**config.mk**
```make
export PLATFORM = sky130hd
export DESIGN_NAME = weight_loader
export DESIGN_NICKNAME = d
export VERILOG_FILES = /design/src/rtl/tpu_pkg.sv /design/src/rtl/weight_loader.sv
export SDC_FILE = /design/constraint.sdc
export NUM_CORES = 1
export LEC_CHECK = 0
export CORE_UTILIZATION = 25
export CTS_CLUSTER_SIZE = 8
export DETAILED_ROUTE_END_ITERATION = 12
export DONT_BUFFER_PORTS = 1
export SLEW_MARGIN = 20
export SYNTH_ARGS = -nofsm -noshare
export SYNTH_HDL_FRONTEND = slang
export SYNTH_SLANG_ARGS = --single-unit
```
**constraint.sdc**
```tcl
create_clock -name clk -period 2.07 [get_ports clk]
set_input_delay 0.414 -clock clk [delete_from_list [all_inputs] [get_ports clk]]
set_output_delay 0.414 -clock clk [all_outputs]
set_load 0.03 [all_outputs]
```
**src/rtl/tpu_pkg.sv**
```systemverilog
// ---------------------------------------------------------------------------
// tpu_pkg
// Shared definitions for the systolic MAC array and its weight loader.
//   WEIGHT_W       : width of one weight lane (one per array column)
//   ACC_W          : MAC accumulator width
//   loader_state_t : weight loader FSM states
// ---------------------------------------------------------------------------
package tpu_pkg;

    localparam int WEIGHT_W = 8;
    localparam int ACC_W    = 32;

    typedef enum logic [1:0] {
        LOAD  = 2'd0,
        PAD   = 2'd1,
        ARMED = 2'd2
    } loader_state_t;

endpackage : tpu_pkg

```
**src/rtl/weight_loader.sv**
```systemverilog
// ---------------------------------------------------------------------------
// weight_loader
// Upstream feeder for one systolic MAC array. Accepts a weight tile one row
// per beat, shifts it into the array's shadow weight buffers through the
// per-column weight_in / load_weight chain, then issues a single-cycle
// swap_weights pulse once the array controller allows it. The next tile can
// be preloaded while the array computes on the active one.
//
// Rows arrive bottom-first: beat 0 ends up in MAC row ROWS-1.
//
// Ports:
//   clk          clock
//   rst          asynchronous reset, active-high
//   s_valid      weight row beat valid
//   s_ready      loader accepts a beat this cycle
//   s_data       one weight row, lane c = bits [8c+7:8c] feeds column c
//   s_last       final beat of a short tile (optional feature only)
//   swap_ok      array controller permits a buffer swap this cycle
//   weight_in    to the top-row MAC weight_in of each column
//   load_weight  shared shift strobe to all MACs
//   swap_weights shared one-cycle swap strobe to all MACs
//   armed        full tile shifted in, waiting for swap_ok
//   tile_count   swaps issued since reset, wraps modulo 2^CNT_W
//
// Build option:
//   WEIGHT_LOADER_SHORT_TILE_EN - when defined, s_last on beat k < ROWS-1
//   ends the tile early and the loader pads the remaining ROWS-1-k rows with
//   zero weights. When undefined, s_last is ignored and every tile is ROWS
//   beats long.
// ---------------------------------------------------------------------------
module weight_loader
    import tpu_pkg::*;
#(
    parameter int ROWS  = 4,
    parameter int COLS  = 4,
    parameter int CNT_W = 16
) (
    input  logic                     clk,
    input  logic                     rst,
    input  logic                     s_valid,
    output logic                     s_ready,
    input  logic [COLS*WEIGHT_W-1:0] s_data,
    input  logic                     s_last,
    input  logic                     swap_ok,
    output logic [COLS*WEIGHT_W-1:0] weight_in,
    output logic                     load_weight,
    output logic                     swap_weights,
    output logic                     armed,
    output logic [CNT_W-1:0]         tile_count
);

    localparam int RC_W = (ROWS > 1) ? $clog2(ROWS) : 1;
    localparam logic [RC_W-1:0] LAST_ROW = RC_W'(ROWS - 1);

    loader_state_t   state;
    logic [RC_W-1:0] row_cnt;
    logic            accept;

    // Ready is a pure decode of the state register; rst forces it low while
    // asserted so no beat can be taken during reset.
    assign s_ready = (state == LOAD) & ~rst;
    assign accept  = s_valid & s_ready;

`ifndef WEIGHT_LOADER_SHORT_TILE_EN
    logic unused_s_last;
    assign unused_s_last = s_last;
`endif

    always_ff @(posedge clk or posedge rst) begin
        if (rst) begin
            state        <= LOAD;
            row_cnt      <= '0;
            weight_in    <= '0;
            load_weight  <= 1'b0;
            swap_weights <= 1'b0;
            armed        <= 1'b0;
            tile_count   <= '0;
        end else begin
            // Strobes default low; weight_in holds so the MAC chain holds.
            load_weight  <= 1'b0;
            swap_weights <= 1'b0;

            case (state)
                LOAD: begin
                    if (accept) begin
                        weight_in   <= s_data;
                        load_weight <= 1'b1;
                        if (row_cnt == LAST_ROW) begin
                            state   <= ARMED;
                            armed   <= 1'b1;
                            row_cnt <= '0;
                        end
`ifdef WEIGHT_LOADER_SHORT_TILE_EN
                        else if (s_last) begin
                            state   <= PAD;
                            row_cnt <= row_cnt + 1'b1;
                        end
`endif
                        else begin
                            row_cnt <= row_cnt + 1'b1;
                        end
                    end
                end

`ifdef WEIGHT_LOADER_SHORT_TILE_EN
                // Push zero rows until the chain has seen ROWS shifts, so the
                // unused top rows carry weight 0.
                PAD: begin
                    weight_in   <= '0;
                    load_weight <= 1'b1;
                    if (row_cnt == LAST_ROW) begin
                        state   <= ARMED;
                        armed   <= 1'b1;
                        row_cnt <= '0;
                    end else begin
                        row_cnt <= row_cnt + 1'b1;
                    end
                end
`endif

                // Entry into ARMED happens on the edge that registers the last
                // load, so the earliest swap lands one cycle after that load.
                ARMED: begin
                    if (swap_ok) begin
                        swap_weights <= 1'b1;
                        tile_count   <= tile_count + 1'b1;
                        armed        <= 1'b0;
                        state        <= LOAD;
                    end
                end

                default: begin
                    state   <= LOAD;
                    row_cnt <= '0;
                    armed   <= 1'b0;
                end
            endcase
        end
    end

endmodule : weight_loader

```
==> results.yml <==
logic_synthesis:
  yosysWarnings: 0
  ys_ff_latch: 53
  netlist_instances: 141
  yosys.area.top_type: "dfrtp_1"
  synth.distinct_cells: 22
  yosys-top-cells-area: "dfrtp_1 (62%), mux2_2 (16%), xnor2_1 (4.9%), mux2_4 (2.8%), buf_6 (2.1%)"
  ys_seq_area_share_pct: 62.13
  synth_top_area_share_pct: 62.13
  synthesis.nets: 180
  mappedNetlistArea_um2: 2135
  synth.avg_cell_area_um2: 15.14
sta:
  drv_slew: 0
  rsz0062_at_grt: "no"
  finalHoldViolCount: 0
  setup_tns_ns: 0
  fmax_mhz: 592.0
  setup_viol: 0
  max_slew_margin_pct: 63.33
  fin_ws_ns: 0.3807
  timing.final.crit_period_ns: 1.689
  tightestPinTransition_ns: 0.5492
  finalCritPeriodShare_pct: 81.61
  finalClockSkew_ns: 0.006920
critical_path:
  required_ns: 2.25
  path_max_fanout: 4
  cpPeakStageDelay_ns: 0.58
  path_buf_inv: 1
  reg2reg_from: "tile_count[0]"
  endpoint_kind: "flop"
  r2r_slack_ns: 0.38
  startpoint_type: "flop"
  worst-path-stages: 5
  path_cells: "ha_1 -> inv_1 -> nor4_4 -> nand3_1 -> xnor2_1"
  crit_start: "tile_count[0]"
  r2r_cells: 5
  cp_slowest_cell: "dfrtp_1"
  critPathKind: "reg -> reg"
  r2r-end: "tile_count[10]"
  crit_end: "tile_count[10]"
  cp.arrival_ns: 1.87
  path_delay_family: "flip-flops"
routing:
  ant_nets: 0
  totalWireLength_um: 3727
  drt_iter0_drc: 24
  drtPass1Iterations: 3
  vias: 1098
  wl_per_cell_um: 14.67
  avgViaCountPerCell: 4.323
  route.detailed.drc: 0
cts:
  cts_tree: "done"
  clk_path_buf_depth: 2
  insertion_delay_ns: 0.30
  cts_num_sinks: 53
  cts-htree-levels: 2
  postCtsHoldBufs: 0
  clk_pin_slew_worst_paths_ns: 0.10
  cts_setup_buffers: 0
  cts_buffers: 5
  clock-root-buffer: "clkbuf_8"
  cts_resized: 0
global_routing:
  grt_antenna_before_repair: 0
  grt_pass1_vias: 1099
  gr-usage-met1_pct: 9.995
  grt_max_degree: 37
  grt_use_met2_pct: 14.37
  grt_use_total_pct: 8.652
  busiest_layer: "met2"
  grt_pass1_wl_um: 5664
  grt-ovfl-total: 0
  met3_usage_pct: 3.301
place:
  place_hpwl_um: 2638
  dp_slack_ns: 0.3524
  dpl_cell_area_um2: 2267
  numPortBuffers: 0
  place_congestion: 0.6874
floorplanning:
  rows: 33
  die_w_um: 94.40
  io_pins: 89
  core-area_um2: 8258
  die_h_um: 94.40
  die-area_um2: 8911
  initial_core_util_pct: 25.85
run_status:
  status: "completed"
finish:
  fillCellCount: 862
  num-nets-final: 187
  diodes: 0
  drive_gt1_share_pct: 36.91
  syn_to_final_growth_pct: 10.96
  design_area_um2: 2369
worst_hold_path:
  min_path_type: "in -> async"
power_and_ir_drop:
  p_per_area_nw_per_um2: 1459
  power.leakage_nw: 1.004
  ir_drop_v: 0.0005754
run:
  maxCapViolations: 0
logic make-up after synthesis:
kind of cell / share of synthesized area [%]
AOI/OAI and AO/OA: 0.2342
xor gates and xnor gates: 6.155
adders and majority gates: 1.172
muxes: 19.17
buffers and inverters: 2.813
and+or+nand+nor: 8.324
DFF: 62.13
stage by stage:
stage | utilization [%] | hold WS (ns) | std cells | power [mW]
finish | 28.68 | 0.03210 | 254 | 3.455
global route | 28.68 | 0.05724 | 254 | 3.671
CTS | 28.68 | 0.04419 | 254 | 3.524
detailed placement | 27.45 | 0.3868 | 246 | 2.870
global placement | 27.45 | 0.3836 | 246 | 2.839
floorplan | - | 0.4848 | 141 | 2.712
where the power goes:
group | switching, mW | internal, mW
Combinational | 0.267 | 0.348
Sequential | 0.845 | 1.36
Clock | 0.330 | 0.303
Total | 1.44 | 2.01
synth_stat cells:
master,instances
a21oi_1,1
and2_1,1
and2_4,1
and3_1,1
and4_1,1
buf_6,4
clkbuf_1,1
dfrtp_1,53
ha_1,2
inv_1,3
mux2_2,31
mux2_4,4
nand2_1,7
nand3_1,3
nand3_2,1
nand4_1,2
nand4_2,1
nor2_1,6
nor4_4,2
or2_2,1
xnor2_1,12
xor2_1,3
placed cells by master (no fill, tap or decap), types with 2 or more instances in the layout:
cell / synthesis / routed
dfrtp_1: 53 / 53
nand4_1: 2 / 2
xnor2_1: 12 / 12
mux2_2: 31 / 31
nor4_4: 2 / 2
buf_4: 0 / 4
nand3_1: 3 / 3
clkbuf_8: 0 / 7
nand2_1: 7 / 7
mux2_4: 4 / 4
inv_1: 3 / 2
nor2_1: 6 / 6
ha_1: 2 / 2
xor2_1: 3 / 3
flip-flops by register name, indices dropped and copies added (netlist names):
register,count
tile_count,16
weight_in,32
armed,1
swap_weights,1
load_weight,1
row_cnt,2
worst min-delay path by stage:
stage                     from        endpoint  slack [ns]
finish                     rst  tile_count[10]        0.03
global placement           rst  tile_count[10]        0.38
global route               rst  tile_count[10]        0.06
detailed placement         rst  tile_count[10]        0.39
CTS                        rst  tile_count[10]        0.04
floorplan           row_cnt[1]      row_cnt[1]        0.48
cell type report:
type,instances,area [um^2],area share [%]
clock inverter,1,5.005,0.2113
clock buffer,7,96.34,4.068
multi-input combinational,80,748.2,31.59
inverter,3,11.26,0.4754
tap,105,131.4,5.547
timing repair buffer,5,50.05,2.113
sequential,53,1326,56.00
per-layer routing:
layer	routed length, um	vias to the layer above	share of wire, %
li1	-	493	-
met1	1530	550	41
met2	1841	51	49
met3	307	4	8.2
met4	48	0	1.3
met5	0	-	0
Note: power is estimated with default switching activity, not from simulation.
